## config.mk

```make
export PLATFORM = sky130hd
export DESIGN_NAME = fp_div_iter
export DESIGN_NICKNAME = d
export VERILOG_FILES = /design/src/rtl/fp_div_iter_pkg.sv /design/src/rtl/fp_div_step.sv /design/src/rtl/fp_div_iter.sv
export SDC_FILE = /design/constraint.sdc
export NUM_CORES = 1
export LEC_CHECK = 0
export BUFFER_PORTS_ARGS = -buffer_cell sky130_fd_sc_hd__buf_2
export CAP_MARGIN = 20
export CORE_MARGIN = 2
export CORE_UTILIZATION = 40
export CTS_CLUSTER_DIAMETER = 100
export DETAILED_ROUTE_END_ITERATION = 7
export PLACE_DENSITY_LB_ADDON = 0.3
export SLEW_MARGIN = 20
export SYNTH_ARGS = -nofsm -noshare
export SYNTH_HDL_FRONTEND = slang
export SYNTH_SLANG_ARGS = --single-unit
export TNS_END_PERCENT = 50
```

## constraint.sdc

```tcl
create_clock -name clock -period 14.5 [get_ports clock]
set_clock_uncertainty 0.2 [all_clocks]
set_input_delay 1.45 -clock clock [delete_from_list [all_inputs] [get_ports clock]]
set_output_delay 1.45 -clock clock [all_outputs]
set_load 0.05 [all_outputs]
```

## src/rtl/fp_div_iter_pkg.sv

```systemverilog
// Shared types and constants for the iterative FP divider and its rounder hand-off.
// Used by fp_div_iter (optional build macro there: FP_DIV_EARLY_EXIT_EN).
package fp_wire;

   localparam int MANT_W = 54;
   localparam int EXPO_W = 14;
   localparam int REM_W  = MANT_W + 1;
   localparam int CNT_W  = 7;

   localparam int BIAS_S = 127;
   localparam int BIAS_D = 1023;
   localparam int PREC_S = 24;
   localparam int PREC_D = 53;
   localparam int ITER_S = 26;
   localparam int ITER_D = 55;

   typedef struct packed {
      logic snan;
      logic qnan;
      logic inf;
      logic zero;
   } fp_class_type;

   typedef struct packed {
      logic                     a_sig;
      logic signed [EXPO_W-1:0] a_expo;
      logic [MANT_W-2:0]        a_mant;
      fp_class_type             a_class;
      logic                     b_sig;
      logic signed [EXPO_W-1:0] b_expo;
      logic [MANT_W-2:0]        b_mant;
      fp_class_type             b_class;
      logic [1:0]               fmt;
      logic [2:0]               rm;
   } fp_div_iter_in_type;

   typedef struct packed {
      logic                     sig;
      logic signed [EXPO_W-1:0] expo;
      logic [MANT_W-1:0]        mant;
      logic [1:0]               rema;
      logic [1:0]               fmt;
      logic [2:0]               rm;
      logic [2:0]               grs;
      logic                     snan;
      logic                     qnan;
      logic                     dbz;
      logic                     infs;
      logic                     zero;
      logic                     diff;
   } fp_rnd_in_type;

   typedef enum logic [1:0] {IDLE, DIV, DENORM, DONE} fp_div_state_type;

   // Special-case flags {snan, qnan, dbz, infs, zero}; all zero means a normal divide.
   function automatic logic [4:0] div_special_flags(input fp_div_iter_in_type d);
      logic [4:0] f;
      f = '0;
      if (d.a_class.snan || d.b_class.snan)
         f = 5'b10000;
      else if (d.a_class.qnan || d.b_class.qnan)
         f = 5'b01000;
      else if ((d.a_class.inf && d.b_class.inf) || (d.a_class.zero && d.b_class.zero))
         f = 5'b10000;
      else if (d.b_class.zero && !d.a_class.inf)
         f = 5'b00100;
      else if (d.a_class.inf)
         f = 5'b00010;
      else if (d.b_class.inf || d.a_class.zero)
         f = 5'b00001;
      return f;
   endfunction

endpackage

```

## src/rtl/fp_div_step.sv

```systemverilog
// One restoring division step: compare, conditionally subtract, shift left.
module fp_div_step
   import fp_wire::*;
(
   input  logic [REM_W-1:0] rem_i,
   input  logic [REM_W-1:0] div_i,
   output logic [REM_W-1:0] rem_o,
   output logic             q_bit_o
);

   logic [REM_W-1:0] part;

   always_comb begin
      q_bit_o = (rem_i >= div_i);
      part    = q_bit_o ? (rem_i - div_i) : rem_i;
      rem_o   = part << 1;
   end

endmodule

```

## src/rtl/fp_div_iter.sv

```systemverilog
// Iterative radix-2 restoring mantissa divider producing one rounder record per FDIV.
// Build option FP_DIV_EARLY_EXIT_EN: stop iterating once the partial remainder is zero.
module fp_div_iter
   import fp_wire::*;
(
   input  logic               clock,
   input  logic               reset,
   input  logic               start,
   input  logic               kill,
   input  fp_div_iter_in_type div_i,
   output logic               ready,
   output logic               valid,
   output fp_rnd_in_type      rnd_o
);

   localparam logic signed [EXPO_W-1:0] EXP_ONE = EXPO_W'(1);

   fp_div_state_type state_q, state_d;
   logic [CNT_W-1:0] cnt_q, cnt_d;
   fp_rnd_in_type    out_q, out_d;
   fp_rnd_in_type    wk_q, wk_d;
   logic [REM_W-1:0] rem_q, rem_d;
   logic [REM_W-1:0] dvs_q, dvs_d;
   logic [REM_W-1:0] quo_q, quo_d;

   logic [REM_W-1:0] step_rem;
   logic             step_q;
   logic [REM_W-1:0] q_bit_vec;
   logic [REM_W-1:0] ma, mb;
   logic [4:0]       spec;
   logic             dp_in, dp_wk, rem_nz, last_it;
   logic signed [EXPO_W-1:0] expo_set, den_n, den_cap;

   fp_div_step u_step (
      .rem_i   (rem_q),
      .div_i   (dvs_q),
      .rem_o   (step_rem),
      .q_bit_o (step_q)
   );

   always_comb begin
      state_d = state_q;
      cnt_d   = cnt_q;
      out_d   = out_q;
      wk_d    = wk_q;
      rem_d   = rem_q;
      dvs_d   = dvs_q;
      quo_d   = quo_q;
      last_it = 1'b0;

      spec     = div_special_flags(div_i);
      dp_in    = (div_i.fmt != 2'd0);
      dp_wk    = (wk_q.fmt != 2'd0);
      ma       = REM_W'(div_i.a_mant);
      mb       = REM_W'(div_i.b_mant);
      expo_set = div_i.a_expo - div_i.b_expo + (dp_in ? EXPO_W'(BIAS_D) : EXPO_W'(BIAS_S));
      // Pre-shift the dividend so the quotient always lands in [1,2).
      if (ma < mb) begin
         ma       = ma << 1;
         expo_set = expo_set - EXP_ONE;
      end

      rem_nz    = (step_rem != '0);
      q_bit_vec = REM_W'(step_q) << (cnt_q - 1'b1);
      den_n     = EXP_ONE - wk_q.expo;
      den_cap   = dp_wk ? EXPO_W'(PREC_D + 3) : EXPO_W'(PREC_S + 3);

      case (state_q)
         IDLE: begin
            if (start && !kill) begin
               if (spec != '0) begin
                  out_d     = '0;
                  out_d.sig = div_i.a_sig ^ div_i.b_sig;
                  out_d.fmt = div_i.fmt;
                  out_d.rm  = div_i.rm;
                  {out_d.snan, out_d.qnan, out_d.dbz, out_d.infs, out_d.zero} = spec;
                  state_d   = DONE;
               end else begin
                  wk_d      = '0;
                  wk_d.sig  = div_i.a_sig ^ div_i.b_sig;
                  wk_d.expo = expo_set;
                  wk_d.fmt  = div_i.fmt;
                  wk_d.rm   = div_i.rm;
                  rem_d     = ma;
                  dvs_d     = mb;
                  quo_d     = '0;
                  cnt_d     = dp_in ? CNT_W'(ITER_D) : CNT_W'(ITER_S);
                  state_d   = DIV;
               end
            end
         end

         DIV: begin
            if (kill) begin
               state_d = IDLE;
            end else begin
               rem_d   = step_rem;
               quo_d   = quo_q | q_bit_vec;
               cnt_d   = cnt_q - 1'b1;
               last_it = (cnt_q == CNT_W'(1));
`ifdef FP_DIV_EARLY_EXIT_EN
               if (!rem_nz) last_it = 1'b1;
`endif
               if (last_it) begin
                  wk_d.mant = MANT_W'(quo_d >> 2);
                  wk_d.grs  = {quo_d[1], quo_d[0], rem_nz};
                  wk_d.rema = {1'b0, rem_nz};
                  if (wk_q.expo < EXP_ONE) begin
                     cnt_d   = (den_n > den_cap) ? CNT_W'(den_cap) : CNT_W'(den_n);
                     state_d = DENORM;
                  end else begin
                     out_d   = wk_d;
                     state_d = DONE;
                  end
               end
            end
         end

         DENORM: begin
            if (kill) begin
               state_d = IDLE;
            end else begin
               wk_d.mant = wk_q.mant >> 1;
               wk_d.grs  = {wk_q.mant[0], wk_q.grs[2], wk_q.grs[1] | wk_q.grs[0]};
               wk_d.expo = wk_q.expo + EXP_ONE;
               cnt_d     = cnt_q - 1'b1;
               // Once the shift budget is spent the exponent is encoded as subnormal.
               if (cnt_q == CNT_W'(1)) begin
                  wk_d.expo = '0;
                  out_d     = wk_d;
                  state_d   = DONE;
               end
            end
         end

         DONE:    state_d = IDLE;
         default: state_d = IDLE;
      endcase
   end

   always_ff @(posedge clock or posedge reset) begin
      if (reset) begin
         state_q <= IDLE;
         cnt_q   <= '0;
         out_q   <= '0;
      end else begin
         state_q <= state_d;
         cnt_q   <= cnt_d;
         out_q   <= out_d;
      end
   end

   always_ff @(posedge clock) begin
      wk_q  <= wk_d;
      rem_q <= rem_d;
      dvs_q <= dvs_d;
      quo_q <= quo_d;
   end

   assign ready = (state_q == IDLE);
   assign valid = (state_q == DONE);
   assign rnd_o = out_q;

endmodule

```

After elaboration in Yosys (flattened, before gate mapping) --
Index checks and enable logic that the tools add are counted.
Cells by class: add/subtract/negate cells 7, $lt $le $gt $ge 4, equality and inequality tests 14, shifts and indexed selects 1, muxes and demuxes 57, bitwise gates (word level) 4, reduce and logical (&&, ||, !) cells 26
Operators by type and width (count):
- 85-bit two-way mux | 7
- 55-bit two-way mux | 6
- 85-bit case mux with 3 select lines | 1
- 55-bit case mux with 2 select lines | 2
- 84-bit two-way mux | 2
- 54-bit case mux with 3 select lines | 1
- 56-bit two-way mux | 2
- 54-bit two-way mux | 2
- 68-bit two-way mux | 1
- 55-bit by 53-bit >= comparator with 1-bit output | 1
- 55-bit bitwise OR | 1
- 55-bit nonzero test | 1
- 1-bit by 7-bit << shifter with 55-bit output | 1
- 54-bit by 53-bit subtractor with 54-bit output | 1
- 53-bit less-than comparator | 1
- 7-bit two-way mux | 7
- 14-bit two-way mux | 2
- 14-bit case mux with 2 select lines | 1
- 7-bit case mux with 3 select lines | 1
- 5-bit two-way mux | 3
- 14-bit by 11-bit adder with 14-bit output | 1
- 14-bit by 2-bit adder with 14-bit output (second input constant) | 1
- 14-bit by 7-bit > comparator with 1-bit output | 1
- 14-bit by 2-bit less-than comparator with 1-bit output (second input constant) | 1
- 33 further kinds | 65
Storage, ports and cells: flip-flop bits (word level) 336, input port bits 153, output and inout port bits 87, word-level logic and storage cells 138

Logic depth before layout (Yosys ltp) --
Gate-level depths: netlist of the first run.
depth after elaboration 11, depth in mapped cells 17, gate-level depth less buffers 17

Hierarchy --
Synthesis of the first run repeated with hierarchy kept, for this count alone.
Unflattened totals: cells, all modules 2226, area total of the unflattened synthesis 21355.5 um2
By module, submodules not included:
- fp_div_iter | instances 1, cells each 1547, area each 17091.4 um2, seq. area each 9484.1 um2
- fp_div_step | instances 1, cells each 679, area each 4264.1 um2, seq. area each 0.0 um2

Worst setup path after synthesis of the first run --
No wires, ideal clock.
path kind input to register, start input port div_i[8] (netlist name), end register quo_q[0], enable pin, setup time 580 ps, arrival 7049 ps, required time 13720 ps, path slack 6671 ps, stages 5, path buffers 0, path through nor4_1 -> nand3_1 -> or2_2 -> and2_1 -> nor2_1
On the way: longest elaborated chain between the ends 5
RTL lines:
- from (decl) | line fp_div_iter.sv:10 | input fp_div_iter_in_type div_i,
- 1-bit logical OR | line fp_div_iter_pkg.sv:59 | if (d.a_class.snan || d.b_class.snan)
- 5-bit two-way mux | line fp_div_iter_pkg.sv:59
- 5-bit nonzero test | line fp_div_iter.sv:71 | if (spec != '0) begin
- 2-bit inequality test (no line)
- 4-bit AND reduction (no line)
- to (signal assigned) | line fp_div_iter.sv:157 | quo_q <= quo_d;
- to (decl) | line fp_div_iter.sv:24 | logic [REM_W-1:0] quo_q, quo_d;
No other way between the ends. A chain may end at the register's enable or synchronous reset.

Final worst setup path of the first run --
start register rem_q[12], end register wk_q[6] (netlist name) (data pin)
On the way: longest elaborated chain between the ends 6, elaborated cells on any way between the ends 7, classes of those cells add/sub (1); order compare (1); mux (4); reduce/logical (1)
RTL lines:
- from (decl) | line fp_div_iter.sv:22 | logic [REM_W-1:0] rem_q, rem_d;
- from (signal assigned) | line fp_div_iter.sv:155 | rem_q <= rem_d;
- 54-bit by 53-bit subtractor with 54-bit output or 55-bit by 53-bit >= comparator with 1-bit output (tied branches) | line fp_div_step.sv:15, fp_div_step.sv:14
- 54-bit two-way mux (*) | line fp_div_step.sv:15 | part = q_bit_o ? (rem_i - div_i) : rem_i;
- 55-bit nonzero test (*) | line fp_div_iter.sv:63 | rem_nz = (step_rem != '0);
- 3-bit two-way mux (*) | line fp_div_iter.sv:104 | if (last_it) begin
- 3-bit two-way mux (*) | line fp_div_iter.sv:94 | if (kill) begin
- 3-bit case mux with 3 select lines (*) | line fp_div_iter.sv:68 | case (state_q)
- to (signal assigned) | line fp_div_iter.sv:154 | wk_q <= wk_d;
- to (decl) | line fp_div_iter.sv:21 | fp_rnd_in_type wk_q, wk_d;
Mark *: on every way between the ends. The rest lies on a longest branch, timed or not. The select of a mux whose other input is x is not followed.

==> reports/results.tsv, run 1 <==
metric	value	unit
wl_per_cell	21.3	µm
cts_sinks	331	
routabilityCongestion	0.961	
period_needed	5.37	ns
outcome	completed	
cp_data_required_time	14.62	ns
drc	0	
ys_seq_area_frac	0.431	
period_share	0.370	
async_flop_share	0.275	
dp.cells	3158	
report.final.slew_viol_count	0	
die_x	239	µm
hold_path_class	reg2reg	
cts_setup_buffers	0	
worstHoldPathCells	2	
grt_pass1_wl	106000	µm
worstMarginPinSlew	1.07	ns
yosys_most_used_dff	edfxtp_1	
vias	18400	
fp.dieH	239	µm
rows	85	
cts_resized	0	
avgViaCountPerCell	5.69	
syn_area	22000	µm²
synth_area_leader_cell	edfxtp_1	
synth_top_area_frac	0.327	
synth_area_leaders	edfxtp_1 33%, dfrtp_1 10%, ha_1 8.6%, mux2i_1 4.6%, nand2_1 4.5%	
grt_antenna_before_repair	2	
synth_seq_cells	331	
fmax	186	MHz
cts_tree	done	
nets	2811	
slew_headroom	0.290	
clk_pin_slew	0.07	ns
initial_core_util	0.407	
synth_cell_types	101	
post-route-util	0.462	
grt_overflow	0	
crit_arrival	5.49	ns
final.setup.tns	0	ns
avgSynthCellArea	9.49	µm²
seq_area	9480	µm²
irDropWorstVdd	0.196	mV
power_density	220	nW/µm²
drive_gt1_frac	0.162	
wirelength	68900	µm
synth_edf_count	240	
clockRootBuffer	clkbuf_16	
rsz0062_at_grt	false	
clk_latency	0.58	ns
grt_pass1_vias	18100	
syn_inst	2320	
total_power	5.51	mW
reg2reg_depth	12	
finalNonFillerCells	3226	
ys_warn_count	0	
synthToLayoutAreaGrowth	13.6	%
cp-start-kind	flop	
antenna_left	0	
multi_input_area	11300	µm²
cap_violations	0	
endpoint_kind	flop	
hold_viol	0	
yosys.area_share.adder	0.0904	
ioPinCount	240	
setup_viol	0	
grt_max_degree	89	
synthXorXnorAreaFrac	0.0302	
hold-worst-slack	0.279	ns
hpwl	52000	µm
path_common_cell	nand4_1	
fillers	5160	
slowest_stage	buf_4	
dr.pass1.iters	5	
synth_compound_area_frac	0.163	
max_stage_delay	0.67	ns
track_usage	0.239	
synth_top_family_by_area	compound AO/OA/AOI/OAI gates	
port_buffers	236	
clockBufferDepth	3	
synth-simple-area-share	0.153	
post_cts_hold_buffer_count	0	
htreeDepth	2	
muxShareOfSynthArea	0.0725	
cts_buffers	37	
placeableCoreArea	54100	µm²
path_max_fanout	65	
cp_cell_sequence	ha_1 > nand4_1 > nor4_1 > nand4_1 > nand4b_1 > o21bai_4 > buf_4 > nand2_1 > o41ai_2 > o2111ai_2 > nor4_4 > o21ai_1	
dieArea	56900	µm²
critPathKind	reg2reg	
cellLeakagePower	11.2	nW
drt_iter0_markers	1433	
==> final cells by class <==
class,instances,share of cell area
multi-input cells,1663,0.451
clock inverters,17,0.00966
clock buffers,49,0.0404
flip-flops and latches,331,0.379
inverters,220,0.0331
repair buffers,249,0.0513
diodes,1,0.000100
well taps,696,0.0348
==> power breakdown <==
| group | leakage, nW | internal (mW) | total [mW] | switching [mW] |
|---|---|---|---|---|
| Combinational | 7.08 | 0.857 | 2.79 | 1.94 |
| Clock | 0.614 | 0.569 | 0.977 | 0.408 |
| Sequential | 3.50 | 1.50 | 1.74 | 0.240 |
==> state kept, by name (all words and copies together) (netlist names) <==
name / flops
quo_q: 55
rnd_o: 82
wk_q: 77
cnt_q: 7
rem_q: 55
dvs_q: 53
state_q: 2
==> cells in the mapped netlist (9+ instances only) <==
cell type and number:
ha_1 151, xnor2_1 44, o21ai_1 22, edfxtp_1 240, a21oi_1 183, buf_2 27
clkbuf_1 64, xor2_1 30, nor2b_1 14, nor4_1 18, nor3_1 33, o21a_1 11
and3_1 28, nor2_1 175, or3_1 20, a21o_1 38, o31ai_1 15, a211oi_1 19
and2_1 9, nand3_1 48, nand2_1 262, o21ai_0 139, a31oi_1 12, nand2b_1 11
dfrtp_1 91, mux2i_1 102, inv_1 218, nand4_1 42, mux2_2 51, o211ai_1 19
==> layout by cell type, fill, tap and decap left out, types with 44 or more instances in the layout <==
| cell type | instances |
|---|---|
| mux2_2 | 51 |
| buf_2 | 236 |
| edfxtp_1 | 240 |
| inv_1 | 217 |
| nand3_1 | 48 |
| xnor2_1 | 44 |
| o21ai_0 | 139 |
| dfrtp_1 | 91 |
| ha_1 | 149 |
| nor2_1 | 173 |
| a21oi_1 | 182 |
| mux2i_1 | 102 |
| nand2_1 | 262 |
==> path summary, 6_finish.rpt <==
kind / from / endpoint / slack (ns)
hold / removal: rnd_o[3] / rnd_o[3] / 0.28
min in group asynchronous: reset / rnd_o[83] / 0.72
setup / recovery: rem_q[12] / wk_q[6] / 9.13
max in group asynchronous: reset / rnd_o[53] / 12.20
setup reg to reg: rem_q[12] / wk_q[6] / 9.13
hold reg to reg: rnd_o[3] / rnd_o[3] / 0.28
==> kinds of logic after synthesis <==
group / Yosys count
xor gates and xnor gates: 75
and+or+nand+nor: 710
DFF: 331
muxes: 153
AOI/OAI and AO/OA: 566
buffers and inverters: 328
adders and majority gates: 156
other: 1
==> routing by layer <==
metal	vias up	part of all wire	track usage
met4	2	0.040	0.0964
met3	132	0.064	0.0415
met1	8907	0.42	0.311
met2	586	0.47	0.396
met5	-	0.00019	0
li1	8741	-	-
==> through the flow <==
stage / setup WS (ns) / cell area [µm²]
2_1_floorplan: 6.67 / 22000
3_3_place_gp: 8.90 / 23700
3_5_place_dp: 8.81 / 23700
4_1_cts: 9.14 / 25000
5_1_grt: 8.92 / 25000
6_report: 9.13 / 25000
==> worst max-delay path, delay by kind of cell (launching register included) <==
| kind | cells | cell delay [ns] |
|---|---|---|
| AO/OA/AOI/OAI | 4 | 1.01 |
| AND/OR/NAND/NOR | 6 | 2.18 |
| buffers and inverters | 1 | 0.67 |
| adder cells (fa/ha/maj) | 1 | 0.52 |
| flip-flops | 1 | 0.51 |
No activity file was read; power rests on OpenSTA's default activity.
==> inputs of run 2 (changes only) <==
Settings changed: ABC_AREA set to 1.
Clock period 14.5 ns to 5 ns, I/O delays scaled along.
==> reports/results.tsv, run 2 <==
metric	value	unit
outcome	completed	
cp_data_required_time	5.13	ns
cap_violations	0	
hpwl	52600	µm
synth_top_area_frac	0.310	
final.setup.tns	0	ns
clk_latency	0.59	ns
cts_tree	done	
die_x	245	µm
routabilityCongestion	0.997	
yosysMostFrequentCell	nand2_1	
rsz0062_at_grt	false	
irDropWorstVdd	0.446	mV
path_max_fanout	4	
wirelength	68100	µm
yosys_most_used_dff	edfxtp_1	
vias	20600	
cp_num_buf_inv	4	
cp-start-kind	input pin	
period_needed	4.27	ns
hold_path_class	in2reg	
crit_arrival	4.40	ns
ys_seq_area_frac	0.408	
cts_resized	0	
hold-worst-slack	0.0300	ns
layout_commonest_cell	nand2_1	
syn_area	23200	µm²
synthToLayoutAreaGrowth	17.4	%
cellLeakagePower	13.7	nW
grt_pass1_wl	109000	µm
grt_antenna_before_repair	14	
syn_inst	3109	
slew_headroom	0.373	
critPathTopFamily	simple AND/OR/NAND/NOR gates	
power_density	619	nW/µm²
period_share	0.853	
initial_core_util	0.403	
ioPinCount	240	
clockRootBuffer	clkbuf_16	
fp.dieH	245	µm
grt_pass1_vias	20400	
synth_edf_count	240	
cts_sinks	331	
cp_cell_sequence	dlygate4sd3_1 > buf_2 > nor2_1 > fa_1 > inv_1 > ha_1 > ha_1 > nand2_1 > nor3_1 > nand2_1 > o211ai_1 > a21o_1 > a21o_1 > or2_2 > nand2_1 > inv_1 > nor2_1 > nand3b_1 > nand3_1 > o21ai_0	
endpoint_kind	flop	
avgSynthCellArea	7.47	µm²
largest_register_ffs	82	
dr.pass1.iters	7	
ys_warn_count	0	
clockBufferDepth	3	
grt_max_degree	111	
worstMarginPinSlew	0.941	ns
hold_viol	0	
antenna_left	0	
placeableCoreArea	57600	µm²
htreeDepth	2	
grt_overflow	0	
critPathKind	in2reg	
path_common_cell	nand2_1	
dieArea	60000	µm²
drc	0	
setup_viol	0	
synth_cell_types	59	
synth_area_leaders	edfxtp_1 31%, nand2_1 18%, dfrtp_1 9.8%, ha_1 8.1%, inv_1 7.8%	
synth_commonest_cells	1088 x nand2_1, 482 x inv_1, 261 x nor2_1, 240 x edfxtp_1, 151 x ha_1	
rows	88	
slowest_stage	nor2_1	
track_usage	0.229	
synth_area_leader_cell	edfxtp_1	
cts_buffers	40	
avgViaCountPerCell	4.93	
final_cell_mix	1086 x nand2_1, 480 x inv_1, 260 x nor2_1, 240 x edfxtp_1, 236 x buf_2	
clk_pin_slew	0.06	ns
nets	3692	
fmax	234	MHz
synth_seq_cells	331	
drt_iter0_markers	1347	
async_flop_share	0.275	
report.final.slew_viol_count	0	
port_buffers	236	
max_stage_delay	0.58	ns
cts_setup_buffers	0	
wl_per_cell	16.3	µm
drive_gt1_frac	0.127	
-- run 2: changes by cell type after synthesis, sizes merged, moves of 49 or more --
| cell | before | now |
|---|---|---|
| nand2 | 264 | 1092 |
| inv | 220 | 497 |
| nor2 | 175 | 281 |
| mux2i | 102 | 0 |
| nand3 | 48 | 127 |
| a21oi | 190 | 114 |
| o21ai | 163 | 105 |
| mux2 | 51 | 0 |
| o21bai | 8 | 57 |
-- run 2: area by class of cell --
| type | count | area (µm²) |
|---|---|---|
| Fill cell | 5869 | 30300 |
| Multi-Input combinational cell | 2193 | 11500 |
| Sequential cell | 331 | 9480 |
| Timing Repair Buffer | 319 | 2000 |
| Inverter | 498 | 1870 |
| Clock buffer | 43 | 1020 |
| Tap cell | 765 | 957 |
| Clock inverter | 29 | 405 |
| Antenna cell | 5 | 12.5 |
-- run 2: tightest hold or removal path: stages --
cell     delay (ns)
buf_2          0.11
nand4_1        0.08
o21ai_0        0.08
-- run 2: where the power goes --
part           internal [mW]  switching (mW)
Sequential              4.39           0.448
Clock                   1.91            1.22
Combinational           2.55            6.36
Total                   8.85            8.03
-- run 2: path summary, 6_finish.rpt --
check | endpoint | slack [ns] | depth (start not counted) | startpoint
worst max-delay path | wk_q[82] | 0.73 | 20 | div_i[3]
worst min-delay path | rnd_o[2] | 0.03 | 3 | div_i[78]
worst max register to register | wk_q[6] | 1.04 | 21 | rem_q[47]
worst min register to register | rnd_o[24] | 0.27 | 2 | rnd_o[24]
max in group asynchronous | rnd_o[72] | 3.21 | 4 | reset
min in group asynchronous | rnd_o[22] | 0.37 | 3 | reset
-- run 2: metal layers --
metal / up-vias / part of all wire / global-route usage
met5: - / 0.0013 / 0
met4: 16 / 0.027 / 0.0707
met3: 110 / 0.049 / 0.0341
met2: 411 / 0.49 / 0.405
met1: 9542 / 0.43 / 0.286
li1: 10500 / - / -
-- run 2: logic make-up (layout without fill, tap and decap cells) --
family                   Yosys count  count (layout)  share of synthesized area
AO/OA/AOI/OAI                    384             384                      0.105
AND/OR/NAND/NOR                 1593            1593                      0.281
other                              1               8                   0.000161
flip-flops                       331             331                      0.408
adder cells (fa/ha/maj)          156             156                     0.0857
XOR/XNOR                          57              57                     0.0215
buffers and inverters            587             889                     0.0988
-- run 2: stage by stage --
stage               setup WS (ns)  power, mW  instance area, µm²  cells   util
floorplan                   0.163       11.4               23200   3111      -
global placement            0.704       13.7               25200   4046  0.438
detailed placement          0.685       13.8               25200   4046  0.438
CTS                         0.766       17.0               27200   4178  0.473
global route                0.453       18.3               27300   4180  0.473
finish                      0.734       16.9               27300   4183  0.473
-- run 2: timing repair --
action | CTS | global route
endpoints found under the hold margin | 116 | 0
endpoints found under the setup margin | 0 | 0
hold buffers | 60 | 0
==> inputs of run 3 (changes only) <==
Settings changed: ABC_AREA 1 to 0, ABC_CLOCK_PERIOD_IN_PS set to 5000.
==> reports/results.tsv, run 3 (synthesis results as in run 1) <==
metric	value	unit
rsz0062_at_grt	false	
ioPinCount	240	
hpwl	55000	µm
diodes	0	
critPathKind	reg2reg	
fillers	5075	
cts_sinks	331	
grt_pass1_wl	112000	µm
outcome	completed	
worstMarginPinSlew	0.889	ns
wl_per_cell	21.9	µm
grt_pass1_vias	18900	
endpoint_kind	flop	
final_cell_mix	262 x nand2_1, 240 x edfxtp_1, 236 x buf_2, 217 x inv_1, 182 x a21oi_1	
cellLeakagePower	11.6	nW
routabilityCongestion	0.965	
cp-start-kind	flop	
wirelength	72500	µm
avgViaCountPerCell	5.70	
vias	18900	
nets	2900	
report.final.slew_viol_count	0	
cts_resized	0	
dr.pass1.iters	5	
finalNonFillerCells	3317	
post_cts_hold_buffer_count	60	
initial_core_util	0.407	
path_max_fanout	25	
drc	0	
grtUsageMet3	0.0356	
setup_viol	0	
cts_setup_buffers	0	
grt.busiest_layer	met2	
cts_buffers	39	
grt_max_degree	74	
total_power	16.4	mW
placed_cell_area	24000	µm²
cp_data_required_time	5.10	ns
die_x	239	µm
track_usage	0.253	
drive_gt1_frac	0.167	
hold_path_class	in2reg	
period_share	0.975	
hold_viol	0	
antenna_left	0	
fp.dieH	239	µm
cap_violations	0	
grt_antenna_before_repair	1	
rows	85	
period_needed	4.88	ns
clk_latency	0.57	ns
clockBufferDepth	3	
setup_slack	0.125	ns
clk_pin_slew	0.06	ns
met2_usage	0.426	
crit_arrival	4.98	ns
clockRootBuffer	clkbuf_16	
grtUsageMet1	0.331	
hold-worst-slack	0.0563	ns
slew_headroom	0.392	
placeableCoreArea	54100	µm²
power_density	632	nW/µm²
htreeDepth	2	
cts_tree	done	
irDropWorstVdd	0.438	mV
port_buffers	236	
post-route-util	0.478	
layout_commonest_cell	nand2_1	
synthToLayoutAreaGrowth	17.6	%
drt_iter0_markers	1542	
dieArea	56900	µm²
dp_slack	0.263	ns
fmax	205	MHz
design_area	25900	µm²
dp.cells	3186	
largest_register_ffs	82	
grt_overflow	0	
final.setup.tns	0	ns
-- run 3: cell types whose count changed in the layout (fill, tap and decap cells not counted), sizes merged, moves of 28 or more --
cell    previous run  this run
nor2             281       175
and3               0        28
nand3            127        48
o21bai            57         8
a21o               5        38
nand2           1092       264
o21ai            105       163
mux2i              0       102
mux2               0        51
a21oi            114       190
xnor2             11        45
inv              498       224
a31oi             59        12
-- run 3: worst paths after layout --
| path | from | end | slack [ns] | cells after the start |
|---|---|---|---|---|
| min in group asynchronous | reset | rnd_o[9] | 0.37 | 3 |
| worst max-delay path | rem_q[28] | wk_q[6] | 0.12 | 13 |
| worst max register to register | rem_q[28] | wk_q[6] | 0.12 | 13 |
| worst min register to register | rnd_o[72] | rnd_o[72] | 0.29 | 2 |
| worst min-delay path | div_i[80] | rnd_o[4] | 0.06 | 4 |
| max in group asynchronous | reset | rnd_o[28] | 3.15 | 4 |
-- run 3: routing by layer --
metal / vias to the layer above / part of all wire
met5: - / 0.00014
met4: 2 / 0.039
met3: 126 / 0.054
met2: 598 / 0.48
met1: 9246 / 0.43
li1: 8928 / -
-- run 3: layout make-up --
cell class	count	area, µm²	share of cell area
Clock buffer	51	1050	0.0406
Clock inverter	20	241	0.00933
Inverter	220	828	0.0320
Multi-Input combinational cell	1663	11300	0.436
Sequential cell	331	9480	0.366
Tap cell	696	871	0.0336
Timing Repair Buffer	336	2130	0.0824
-- run 3: critical path, stage by stage, from the launching register on --
cell      delay (ns)
edfxtp_1        0.42
ha_1            0.46
a21oi_1         0.46
o21ai_1         0.20
a211oi_2        0.35
a21boi_0        0.20
a311oi_4        0.40
o21bai_4        0.25
buf_12          0.24
buf_4           0.25
nor3_1          0.50
a31oi_1         0.20
nor4_4          0.35
o21ai_1         0.10
-- run 3: report_power, final --
part / total, mW / leakage [nW] / switching, mW / internal, mW
registers: 5.06 / 3.50 / 0.713 / 4.35
logic: 8.41 / 7.48 / 5.79 / 2.62
clock network: 2.90 / 0.632 / 1.23 / 1.67
total: 16.4 / 11.6 / 7.73 / 8.64
